===== src/rtl/interp_sweep_ctrl_if.sv =====
// Output pair stream of the sweep controller: one registered {x, y} pair per transfer.
// master drives out_valid/out_x/out_y, slave drives out_ready.
// A transfer happens on a rising clock edge where out_valid && out_ready.
interface interp_sweep_ctrl_if #(
    parameter int DATA_W = 8
);
    logic              out_valid;
    logic              out_ready;
    logic [DATA_W-1:0] out_x;
    logic [DATA_W-1:0] out_y;

    modport master (
        output out_valid,
        output out_x,
        output out_y,
        input  out_ready
    );

    modport slave (
        input  out_valid,
        input  out_x,
        input  out_y,
        output out_ready
    );
endinterface


===== src/rtl/interp_sweep_ctrl.sv =====
// Purpose: sweeps an ascending x ramp (start_x..end_x, stride step) into the LUT
//          interpolator and registers each {x, y} pair into a one-deep output stage.
// Latency: start accepted in cycle N, RUN from N+1, first out_valid in N+2; one pair/cycle.
// Backpressure: a pending pair with out_ready low freezes the ramp (x, pair, valid held).
//
// Ports: clk, rst_n (async active-low); start/start_x/end_x/step command inputs;
//        x_out -> interpolator, y_in <- interpolator (combinational in x_out);
//        ob (interp_sweep_ctrl_if.master) output pair stream; busy, done, cfg_err status.
// Optional: define SWEEP_CHECKSUM_EN to add a SUM_W-bit checksum output that sums
//           every accepted out_y since the last accepted start.
module interp_sweep_ctrl #(
    parameter int DATA_W = 8
`ifdef SWEEP_CHECKSUM_EN
    ,
    parameter int SUM_W  = 16
`endif
) (
    input  logic                clk,
    input  logic                rst_n,
    input  logic                start,
    input  logic [DATA_W-1:0]   start_x,
    input  logic [DATA_W-1:0]   end_x,
    input  logic [DATA_W-1:0]   step,
    output logic [DATA_W-1:0]   x_out,
    input  logic [DATA_W-1:0]   y_in,
    interp_sweep_ctrl_if.master ob,
    output logic                busy,
    output logic                done,
    output logic                cfg_err
`ifdef SWEEP_CHECKSUM_EN
    ,
    output logic [SUM_W-1:0]    checksum
`endif
);

    typedef enum logic [1:0] {
        S_IDLE  = 2'd0,
        S_RUN   = 2'd1,
        S_DRAIN = 2'd2
    } state_t;

    state_t            state;
    logic [DATA_W-1:0] cur_x;
    logic [DATA_W-1:0] end_r;
    logic [DATA_W-1:0] step_r;
    logic              out_valid_r;
    logic [DATA_W-1:0] out_x_r;
    logic [DATA_W-1:0] out_y_r;

    logic              slot_free;
    logic              accept;
    logic [DATA_W:0]   nxt;

    // The slot is free when empty or when its current pair leaves this cycle,
    // so a capture and an acceptance can coincide without a bubble.
    assign slot_free = !out_valid_r || ob.out_ready;
    assign accept    = out_valid_r && ob.out_ready;

    // One extra bit so a stride past the top code is seen as "beyond end_x"
    // rather than wrapping back to a small x.
    assign nxt = {1'b0, cur_x} + {1'b0, step_r};

    assign x_out        = cur_x;
    assign ob.out_valid = out_valid_r;
    assign ob.out_x     = out_x_r;
    assign ob.out_y     = out_y_r;

    always_ff @(posedge clk or negedge rst_n) begin
        if (!rst_n) begin
            state       <= S_IDLE;
            cur_x       <= '0;
            end_r       <= '0;
            step_r      <= '0;
            out_valid_r <= 1'b0;
            out_x_r     <= '0;
            out_y_r     <= '0;
            busy        <= 1'b0;
            done        <= 1'b0;
            cfg_err     <= 1'b0;
        end else begin
            done    <= 1'b0;
            cfg_err <= 1'b0;
            case (state)
                S_IDLE: begin
                    if (start) begin
                        end_r  <= end_x;
                        step_r <= (step == '0) ? DATA_W'(1) : step;
                        cur_x  <= start_x;
                        if (start_x <= end_x) begin
                            state <= S_RUN;
                            busy  <= 1'b1;
                        end else begin
                            // Empty range: report and finish without emitting anything.
                            cfg_err <= 1'b1;
                            done    <= 1'b1;
                        end
                    end
                end
                S_RUN: begin
                    if (slot_free) begin
                        out_x_r     <= cur_x;
                        out_y_r     <= y_in;
                        out_valid_r <= 1'b1;
                        if (nxt > {1'b0, end_r}) begin
                            state <= S_DRAIN;
                        end else begin
                            cur_x <= nxt[DATA_W-1:0];
                        end
                    end
                end
                S_DRAIN: begin
                    if (accept) begin
                        out_valid_r <= 1'b0;
                        done        <= 1'b1;
                        busy        <= 1'b0;
                        state       <= S_IDLE;
                    end
                end
                default: begin
                    state <= S_IDLE;
                    busy  <= 1'b0;
                end
            endcase
        end
    end

`ifdef SWEEP_CHECKSUM_EN
    always_ff @(posedge clk or negedge rst_n) begin
        if (!rst_n) begin
            checksum <= '0;
        end else if (state == S_IDLE && start) begin
            checksum <= '0;
        end else if (accept) begin
            checksum <= checksum + SUM_W'(out_y_r);
        end
    end
`endif

endmodule


===== src/flat_wrapper.sv =====
// flat-port wrapper written by rule: the top's interface ports become plain ports
module interp_sweep_ctrl_flat 
#(
    parameter int DATA_W = 8

)
  (clk, rst_n, start, start_x, end_x, step, x_out, y_in, busy, done, cfg_err, ob_out_valid, ob_out_x, ob_out_y, ob_out_ready);
  interp_sweep_ctrl_if #(.DATA_W(DATA_W)) ob_i ();
  input  logic clk;
  input  logic rst_n;
  input  logic start;
  input  logic [DATA_W-1:0] start_x;
  input  logic [DATA_W-1:0] end_x;
  input  logic [DATA_W-1:0] step;
  output logic [DATA_W-1:0] x_out;
  input  logic [DATA_W-1:0] y_in;
  output logic busy;
  output logic done;
  output logic cfg_err;
  output wire logic [$bits(ob_i.out_valid)-1:0] ob_out_valid;
  output wire logic [$bits(ob_i.out_x)-1:0] ob_out_x;
  output wire logic [$bits(ob_i.out_y)-1:0] ob_out_y;
  input wire logic [$bits(ob_i.out_ready)-1:0] ob_out_ready;
  assign ob_out_valid = ob_i.out_valid;
  assign ob_out_x = ob_i.out_x;
  assign ob_out_y = ob_i.out_y;
  assign ob_i.out_ready = ob_out_ready;
  interp_sweep_ctrl #(.DATA_W(DATA_W)) u_core (.clk(clk), .rst_n(rst_n), .start(start), .start_x(start_x), .end_x(end_x), .step(step), .x_out(x_out), .y_in(y_in), .ob(ob_i), .busy(busy), .done(done), .cfg_err(cfg_err));
endmodule

===== config.mk =====
export PLATFORM = sky130hd
export DESIGN_NAME = interp_sweep_ctrl_flat
export DESIGN_NICKNAME = d
export VERILOG_FILES = /design/src/rtl/interp_sweep_ctrl_if.sv /design/src/rtl/interp_sweep_ctrl.sv /design/src/flat_wrapper.sv
export SDC_FILE = /design/constraint.sdc
export NUM_CORES = 1
export LEC_CHECK = 0
export ABC_AREA = 1
export CAP_MARGIN = 20
export CORE_MARGIN = 4
export CORE_UTILIZATION = 45
export CTS_CLUSTER_DIAMETER = 30
export DETAILED_ROUTE_END_ITERATION = 12
export HOLD_SLACK_MARGIN = 0.1
export MAX_ROUTING_LAYER = met4
export PLACE_DENSITY = 0.73
export SETUP_SLACK_MARGIN = 0.3
export SLEW_MARGIN = 20
export SYNTH_ARGS = -nofsm -noshare
export SYNTH_HDL_FRONTEND = slang
export SYNTH_SLANG_ARGS = --single-unit
export TNS_END_PERCENT = 5

===== constraint.sdc =====
create_clock -name clk -period 2.3 [get_ports clk]
set_input_delay 0.23 -clock clk [delete_from_list [all_inputs] [get_ports clk]]
set_output_delay 0.23 -clock clk [all_outputs]
set_load 0.02 [all_outputs]

* Yosys cells after proc, flatten, opt, wreduce, memory -nomap -nowiden *
Cells that the tools add are included.

storage, ports and cells
  word-level logic and storage cells = 57
  output and inout bits = 28
  input bits = 36
  bits in registers = 46

cells by class
  mux-type cells = 22
  equal/unequal tests = 8
  reduce and logical (&&, ||, !) cells = 13
  bitwise gates (word level) = 1
  add/subtract/negate cells = 1
  $lt $le $gt $ge = 2

operators with widths
  operator              number
  $mux W8               4
  $pmux W8 S2           1
  $mux W2               5
  $add A8 B8 Y9         1
  $gt A9 B8 Y1          1
  $le A8 B8 Y1          1
  $logic_not A8 Y1      1
  $mux W1               8
  $ne A2 B1 Y1 const B  4
  $reduce_and A4 Y1     2
  $pmux W2 S3           1
  $reduce_and A5 Y1     1
  $ne A2 B2 Y1 const B  2
  $pmux W1 S2           2
  $reduce_and A2 Y1     2
  $reduce_bool A2 Y1    2
  $pmux W1 S3           1
  $reduce_and A3 Y1     1
  $eq A2 B1 Y1 const B  1
  $eq A2 B2 Y1 const B  1
  $logic_not A2 Y1      1
  $logic_and A1 B1 Y1   1
  $logic_not A1 Y1      1
  $logic_or A1 B1 Y1    1
  $not A1 Y1            1

* Depth between registers and ports, before layout *
Gate-level depths: netlist of run 1.

  depth in word-level cells = 5
  depth in mapped cells = 20

* Worst setup path before layout of run 1 *
No wires, ideal clock.

  path kind = reg-to-reg
  start = reg u_core.cur_x[0] (netlist: u_core.x_out[0])
  end = reg u_core.cur_x[1] (netlist: u_core.x_out[1])
  setup slack = -0.368 ns
  arrival = 2.551 ns
  path buffers = 0
  setup time = 0.118 ns
  stages on the path, launching flop included = 21
  period minus slack after synthesis = 2.668 ns
  path through = dfrtp_1 > ha_1 > fa_1 > nand3_1 > nand2_2 > xor2_1 > ha_1 > nand2_1 > inv_1 > nand2_1 > nand3_1 > nand2_1 > nand2_1 > nand2_1 > nand2_1 > nand2_1 > nand2_2 > nand2_4 > nand2_4 > nand2_1 > nand2_1

between the ends
  cells in the longest elaborated chain, start to end = 4
  elaborated cells on any way between the ends = 7

ends and longest elaborated chain
  item                                                                      line                      text
  start: declaration                                                        interp_sweep_ctrl.sv:43   logic [DATA_W-1:0] cur_x;
  start signal: assignment                                                  interp_sweep_ctrl.sv:88   cur_x <= start_x;
  start signal: assignment                                                  interp_sweep_ctrl.sv:107  cur_x <= nxt[DATA_W-1:0];
  $add A8 B8 Y9 (*)                                                         interp_sweep_ctrl.sv:61   assign nxt = {1'b0, cur_x} + {1'b0, step_r};
  $gt A9 B8 Y1 / $mux W8 (equally long branches)                            interp_sweep_ctrl.sv:104  if (nxt > {1'b0, end_r}) begin
  $ne A2 B2 Y1 (no source line) / $mux W8 (equally long branches)           -
  $reduce_and A4 Y1 (no source line) / $pmux W8 S2 (equally long branches)  -

Every way passes the cells marked *; elsewhere a longest branch is shown, timed or not. The select of a mux whose other input is x is not followed.
A chain may end at the register's enable or synchronous reset.

* Final worst setup path of run 1 *
  start = reg u_core.cur_x[0] (netlist: u_core.x_out[0])
  end = reg u_core.cur_x[5] (netlist: u_core.x_out[5])

The elaborated chain is that of the path after synthesis.

==> key figures, run 1 <==
Timing
  – Final Hold Vio Count: 0
  – Final setup fails: 11
  – Clock Skews: between 0.006 and 0.007 ns
  – Worst Setup Slack, final: -0.401 ns
  – FMAX: ~0.37 GHz
  – Unrepaired setup endpoints after global routing: true
  – Fin crit period: between 2 and 3 ns
  – TNS Setup: -3.91 ns
  – Max-slew headroom: between 70 and 80%
  – Hold Slack: 0.348 ns
  – Worst Max-Slew Pin Slew: approximately 0.37 ns
  – Final period util: 117%
  – Pins over their slew limit: 0

Floorplanning
  – I/O Pins: 64
  – Std cell rows: 27
  – Die area: approximately 7300 sq um
  – DIE HEIGHT: 85.4 microns
  – Die width: between 80 and 90 microns
  – Core footprint: approximately 5700 sq um
  – Initial Util: around 48%

Critical path
  – Crit start category: flip-flop
  – Critical Path RT: 2.50 ns
  – Crit Path Category: reg2reg
  – Critical Path End Type: flip-flop
  – CP Data Arrival Time: about 2.9 ns
  – Crit Path Max Fanout: 8
  – R2R depth: 20

Placement
  – Post-DP HPWL: 5180 microns
  – Gpl congestion: between 0.9 and 1
  – Port-buffer cells: 63

Pwr
  – Combinational share of power: about two thirds
  – Leakage: about 0.0019 uW
  – Reg power frac: about a quarter
  – Psw: approximately 2700 uW
  – Peak supply drop: between 0.9 and 1 mV
  – P per Cell Area: between 1500 and 2000 nW/um^2
  – Internal power: roughly 3200 uW
  – Clk pwr share: 8.7%
  – Sw Ratio: 46.1%

Clocking
  – Htree depth: 2
  – Max clock buf depth: 2
  – CTS root buf: clkbuf_8
  – Clock buffer count from CTS: 5
  – CTS tree: done
  – Clk sinks: 46
  – Clock transition at the registers of the reported paths: about 0.090 ns
  – Worst-Skew Late Latency: roughly 0.3 ns

Run
  – Max-cap violations: 0

GRT
  – GRT Residual Overflow: 0
  – Largest net degree at the start of global routing: 21
  – First-pass GRT wire length: roughly 11000 microns
  – GRT Total Usage: between 10% and 20%
  – Vias in the first global route: between 2k and 2.5k
  – Initial antenna violation count: 0

Status
  – Outcome: finished with violations
  – Failing checks: negative setup slack

Logic synthesis
  – Syn Area/Cell: ~8.6 sq um
  – Post-synth ARST share: 100%
  – Mapped cell area: 2700 sq um
  – Synth warn: 0
  – Number of flops mapped to enable cells by yosys: 0
  – Sequential cell area fraction in the yosys report: a little over two fifths
  – Most used DFF post-synth: dfrtp_1
  – Flops & latches, synth: 46
  – Synth Net Count: 374
  – Yosys cell types: 34
  – Synth Instances: approximately 310

Hold path
  – Worst hold-check path type: in2async

Layout
  – Layout cell share with drive strength beyond 1: 18.4%
  – Antenna cell count: 0
  – Final-stage net count: around 460
  – Layout area overhead: 38.1%

Drt
  – Vias: around 2.3k
  – Avg WL per Cell: approximately 14 microns
  – DR iter-0 viols: around 80
  – Pre-antenna DRT Iters: 4
  – Overall routed net length: about 6600 microns
  – Post-route DRC violation count: 0
  – Post-DRT Antenna Nets: 0
  – Routed vias/inst: around 4.9
-- repair_timing --
| action | in CTS | in global routing |
|---|---|---|
| hold buffers | 1 | 0 |
| buffers inserted | 0 | 1 |
| setup endpoints to repair | 11 | 11 |
| endpoints found under the hold margin | 13 | 0 |
| resized for setup | 3 | 4 |
| gates cloned | 0 | 1 |
| pin swaps | 1 | 3 |
-- layout make-up --
class                   count  area [sq um]
inverters                  43           168
repair buffers             85           793
well taps                  72          90.1
clock inverters             3          23.8
flip-flops and latches     46          1150
fillers                   496          1950
clock buffers               5          68.8
multi-input cells         220          1430
-- kinds of logic (layout without fill, tap and decap cells) --
logic type	Yosys count	after routing	synth area share, %
AO/OA/AOI/OAI	27	27	6.26
XOR/XNOR	5	5	1.62
adder cells (fa/ha/maj)	25	25	11.9
buffers and inverters	48	136	7.09
flip-flops	46	46	42.7
multiplexers	16	16	6.68
AND/OR/NAND/NOR	146	147	23.8
-- final timing paths --
path / start / to / slack (ns)
setup / recovery: u_core.x_out[0] / u_core.x_out[5] / -0.40
hold / removal: rst_n / u_core.ob.out_y[5] / 0.35
setup reg to reg: u_core.x_out[0] / u_core.x_out[5] / -0.40
hold reg to reg: u_core.end_r[0] / u_core.end_r[0] / 0.50
max in group asynchronous: rst_n / u_core.x_out[0] / 1.36
min in group clk: step[3] / u_core.step_r[3] / 0.49
-- critical path, stage by stage (launching register included) --
cell and delay, ns:
dfrtp_2 0.43, ha_4 0.17, fa_2 0.36, nand3_2 0.09
nand2_2 0.08, xor2_2 0.16, ha_1 0.33, nand2_2 0.09
inv_1 0.04, nand2_1 0.05, nand3_1 0.08, nand2_1 0.07
nand2_1 0.04, nand2_1 0.05, nand2_1 0.05, nand2_1 0.06
nand2_2 0.09, nand2_4 0.14, nand2_8 0.08, nand2_1 0.09
nand2_1 0.06
-- metrics by stage --
| step | total power, uW | std cells | instance area [sq um] | util, % | worst slack, ns |
|---|---|---|---|---|---|
| CTS | 5880 | 472 | 3690 | 65.1 | -0.360 |
| global placement | 5140 | 463 | 3570 | 63.0 | -0.279 |
| finish | 5970 | 474 | 3730 | 65.7 | -0.401 |
| detailed placement | 5230 | 463 | 3570 | 63.0 | -0.328 |
| floorplan | 3830 | 313 | 2730 | - | -0.228 |
| global route | 6520 | 474 | 3730 | 65.7 | -0.548 |
-- synthesized netlist by cell type (all sizes together), types with 2 or more instances --
cell type  count  area (sq um)
a21oi          8          55.1
a31oi          2          18.8
buf            2          12.5
clkbuf         3          11.3
clkinv         2          13.8
dfrtp         46          1150
ha            24           300
inv           41           154
mux2          16           180
nand2        104           428
nand3         17          90.1
nand4          5          31.3
nor2          17          76.3
o21ai         15          78.8
xor2           4          35.0
-- registers in the layout, summed over array words and instances, names as in the netlist --
register / count
u_core.end_r: 8
u_core.ob.out_x: 8
u_core.ob.out_y: 8
u_core.step_r: 8
u_core.x_out: 8
u_core.state: 2
u_core.busy: 1
u_core.cfg_err: 1
u_core.done: 1
u_core.ob.out_valid: 1
-- per-layer routing --
metal,vias to the layer above,routed length [microns],GRT usage [%]
met5,-,0,-
met4,0,115,6.47
met3,10,394,2.72
met2,67,3210,33.1
met1,1092,2860,24.6
li1,1175,-,-
-- placed cells by master (no fill, tap or decap), types with 3 or more instances in the layout --
master           Yosys  layout
a21oi_1              6       5
buf_4                1      21
clkbuf_8             0       5
clkdlybuf4s50_1      0      62
dfrtp_1             46      45
ha_1                24      22
inv_1               40      40
mux2_1               5       5
mux2_2              11      11
nand2_1             97      94
nand2_2              3       7
nand2_4              4       3
nand3_1             16      15
nand4_1              5       5
nor2_1              12      12
nor2_2               5       5
o21ai_0             14      14
xor2_1               4       3
-- power by group through the flow --
| stage | Clock, uW | Sequential (uW) | Combinational, uW |
|---|---|---|---|
| global placement | 0 | 1430 | 3710 |
| detailed placement | 0 | 1440 | 3800 |
| floorplan | 0 | 1700 | 2130 |
| global route | 567 | 1480 | 4480 |
| finish | 518 | 1420 | 4030 |
| CTS | 532 | 1430 | 3920 |
No activity file was read; power rests on OpenSTA's default activity.
==> run 2, diff against run 1 <==
--- a/config.mk
+++ b/config.mk
@@ -6,7 +6,7 @@
 export NUM_CORES = 1
 export LEC_CHECK = 0
 export ABC_AREA = 1
-export CAP_MARGIN = 20
+export CAP_MARGIN = 30
 export CORE_MARGIN = 4
 export CORE_UTILIZATION = 45
 export CTS_CLUSTER_DIAMETER = 30
==> results of run 2 <==
No change in the layout: final DEF, timing and power equal those of run 1.
==> run 3, diff against run 2 <==
--- a/config.mk
+++ b/config.mk
@@ -8,14 +8,15 @@
 export ABC_AREA = 1
 export CAP_MARGIN = 30
 export CORE_MARGIN = 4
-export CORE_UTILIZATION = 45
+export CORE_UTILIZATION = 55
 export CTS_CLUSTER_DIAMETER = 30
 export DETAILED_ROUTE_END_ITERATION = 12
+export DONT_BUFFER_PORTS = 1
 export HOLD_SLACK_MARGIN = 0.1
 export MAX_ROUTING_LAYER = met4
-export PLACE_DENSITY = 0.73
+export PLACE_DENSITY = 0.7
 export SETUP_SLACK_MARGIN = 0.3
-export SLEW_MARGIN = 20
+export SLEW_MARGIN = 10
 export SYNTH_ARGS = -nofsm -noshare
 export SYNTH_HDL_FRONTEND = slang
 export SYNTH_SLANG_ARGS = --single-unit
==> key figures, run 3 (same netlist as run 1, synthesis figures left out) <==
Layout
  – Final Instance Count excl. Fillers: 432 (was 474)
  – Layout cell share with drive strength beyond 1: 20.5% (was 18.4%)
  – Antenna cell count: 0 (unchanged)
  – Final-stage net count: 425 (was 462)
  – Most frequent cells in the layout: 96 x nand2_1, 45 x dfrtp_1, 40 x inv_1, 25 x dlygate4sd3_1, 22 x buf_4 (was 94 x nand2_1, 62 x clkdlybuf4s50_1, 45 x dfrtp_1, 40 x inv_1, 22 x ha_1)
  – Layout area overhead: 26.0% (was 38.1%)
  – Most common cell after layout, fill and taps aside: nand2_1 (unchanged)

Placement
  – Worst slack, placed: -0.409 ns (was -0.328 ns)
  – DP Cell Count: 395 (was 463)
  – Port-buffer cells: 0 (was 63)
  – Gpl congestion: 0.883 (was 0.971)
  – Post-DP HPWL: 4410 microns (was 5180 microns)

Timing
  – Fin crit period: 2.76 ns (was 2.70 ns)
  – Pins over their slew limit: 0 (unchanged)
  – Final period util: 120% (was 117%)
  – Hold Slack: 0.112 ns (was 0.348 ns)
  – Worst Setup Slack, final: -0.457 ns (was -0.401 ns)
  – Final Hold Vio Count: 0 (unchanged)
  – Unrepaired setup endpoints after global routing: true (unchanged)
  – Worst Max-Slew Pin Slew: 0.384 ns (was 0.372 ns)
  – Clock Skews: 0.00750 ns (was 0.00647 ns)
  – FMAX: 0.363 GHz (was 0.370 GHz)
  – Max-slew headroom: 74.4% (was 75.2%)
  – Final setup fails: 11 (unchanged)

Drt
  – M1 wire length: 2670 microns (was 2860 microns)
  – Post-DRT Antenna Nets: 0 (unchanged)
  – Post-route DRC violation count: 0 (unchanged)
  – Overall routed net length: 6120 microns (was 6580 microns)
  – Pre-antenna DRT Iters: 4 (unchanged)
  – Vias: 2206 (was 2344)
  – Avg WL per Cell: 14.2 microns (was 13.9 microns)
  – Top Layer Used: met4 (unchanged)
  – WL met2: 2980 microns (was 3210 microns)
  – Routed vias/inst: 5.11 (was 4.95)
  – DR iter-0 viols: 103 (was 82)
  – Met3 wire length: 330 microns (was 394 microns)

GRT
  – GRT Residual Overflow: 0 (unchanged)
  – First-pass GRT wire length: 10000 microns (was 11200 microns)
  – Initial antenna violation count: 0 (unchanged)
  – GRT Total Usage: 21.2% (was 19.8%)
  – Vias in the first global route: 2174 (was 2387)
  – Largest net degree at the start of global routing: 47 (was 21)

Status
  – Failing checks: negative setup slack (unchanged)
  – Outcome: finished with violations (unchanged)

Floorplanning
  – Core footprint: 4720 sq um (was 5680 sq um)
  – Std cell rows: 25 (was 27)
  – Die area: 6090 sq um (was 7300 sq um)
  – Die width: 78.1 microns (was 85.4 microns)
  – DIE HEIGHT: 78.1 microns (was 85.4 microns)
  – I/O Pins: 64 (unchanged)
  – Initial Util: 57.1% (was 47.6%)

Pwr
  – Tot Pwr: 5640 uW (was 5970 uW)
  – Internal power: 2910 uW (was 3220 uW)
  – Peak supply drop: 0.709 mV (was 0.942 mV)
  – P per Cell Area: 1660 nW/um^2 (was 1600 nW/um^2)
  – Leakage: 0.00177 uW (was 0.00189 uW)
  – Psw: 2730 uW (was 2750 uW)
  – Clk pwr share: 9.2% (was 8.7%)
  – Reg power frac: 29.0% (was 23.8%)
  – Sw Ratio: 48.4% (was 46.1%)
  – Combinational share of power: 61.9% (was 67.5%)

Critical path
  – Crit start category: flip-flop (unchanged)
  – CP top delay family: simple AND/OR/NAND/NOR gates (unchanged)
  – Critical path's most frequent cell: nand2_1 (unchanged)
  – Slowest CP cell: dfrtp_2 (unchanged)
  – CP Cell Sequence: ha_4 -> fa_2 -> nand3_2 -> nand2_4 -> xor2_4 -> ha_4 -> nand2_2 -> nor2_2 -> nand2_1 -> nand3_1 -> nand2_1 -> nand2_1 -> nand2_1 -> nand2_1 -> nand2_1 -> nand2_2 -> buf_4 -> nand3_1 -> nand2_1 -> nand2_1 (was ha_4 -> fa_2 -> nand3_2 -> nand2_2 -> xor2_2 -> ha_1 -> nand2_2 -> inv_1 -> nand2_1 -> nand3_1 -> nand2_1 -> nand2_1 -> nand2_1 -> nand2_1 -> nand2_1 -> nand2_2 -> nand2_4 -> nand2_8 -> nand2_1 -> nand2_1)
  – Critical Path RT: 2.50 ns (about the same)
  – CP Data Arrival Time: 2.96 ns (was 2.90 ns)
  – Crit path buffers/inverters: 1 (unchanged)
  – Critical Path End Type: flip-flop (unchanged)
  – Crit Path Category: reg2reg (unchanged)
  – Crit Path Max Fanout: 4 (was 8)
  – Crit-path max cell delay: 0.43 ns (about the same)

Clocking
  – Worst-Skew Late Latency: 0.31 ns (was 0.30 ns)
  – CTS tree: done (unchanged)
  – CTS root buf: clkbuf_8 (unchanged)
  – Max clock buf depth: 2 (unchanged)
  – Clk sinks: 46 (unchanged)
  – Clock transition at the registers of the reported paths: 0.09 ns (about the same)
  – Htree depth: 2 (unchanged)
  – Clock buffer count from CTS: 5 (unchanged)

Run
  – Max-cap violations: 0 (unchanged)

Hold path
  – Worst hold-check path type: in2reg (was in2async)
## run 3: cell count changes in the layout (fill, tap and decap cells not counted), sizes merged
cell / change
clkdlybuf4s50: -62
dlygate4sd3: +24
buf: +1
## run 3: layout make-up
cell class	instances	area (sq um)
fillers	357	1320
inverters	43	168
multi-input cells	220	1460
clock inverters	3	23.8
repair buffers	48	443
well taps	67	83.8
flip-flops and latches	46	1150
clock buffers	5	68.8
## run 3: timing repair
item | 4_1_cts | 5_1_grt
pin swaps | 3 | 6
cloned | 1 | 0
resized for setup | 2 | 7
endpoints found under the setup margin | 11 | 11
hold buffers | 26 | 0
endpoints found under the hold margin | 70 | 0
buffers inserted | 0 | 2
## run 3: stage by stage
| stage | instance area [sq um] | TNS, ns | util [%] |
|---|---|---|---|
| 3_3_place_gp | 2940 | -3.39 | 62.3 |
| 3_5_place_dp | 2940 | -4.00 | 62.3 |
| 5_1_grt | 3400 | -6.08 | 72.0 |
| 2_1_floorplan | 2730 | -2.22 | - |
| 4_1_cts | 3340 | -3.59 | 70.6 |
| 6_report | 3400 | -4.52 | 72.0 |
## run 3: routing by layer
layer  vias up  track usage [%]
met4         0             7.87
met1      1042             26.2
met5         -                -
met2        59             34.5
li1       1094                -
met3        11             4.47
## run 3: power by group through the flow
stage,Sequential [uW],Clock (uW),Combinational (uW)
after floorplan,1700,0,2130
after global placement,1640,0,2950
after detailed placement,1660,0,3020
after CTS,1640,529,3180
after global routing,1680,557,3900
final,1630,518,3490
## run 3: worst paths after layout
kind | from | end | slack (ns) | cells after the start
min in group asynchronous | rst_n | u_core.step_r[1] | 0.41 | 2
setup / recovery | u_core.x_out[0] | u_core.busy | -0.46 | 20
hold reg to reg | u_core.end_r[0] | u_core.end_r[0] | 0.49 | 2
hold / removal | step[7] | u_core.step_r[7] | 0.11 | 2
max in group asynchronous | rst_n | u_core.x_out[0] | 1.67 | 2
setup reg to reg | u_core.x_out[0] | u_core.busy | -0.46 | 20
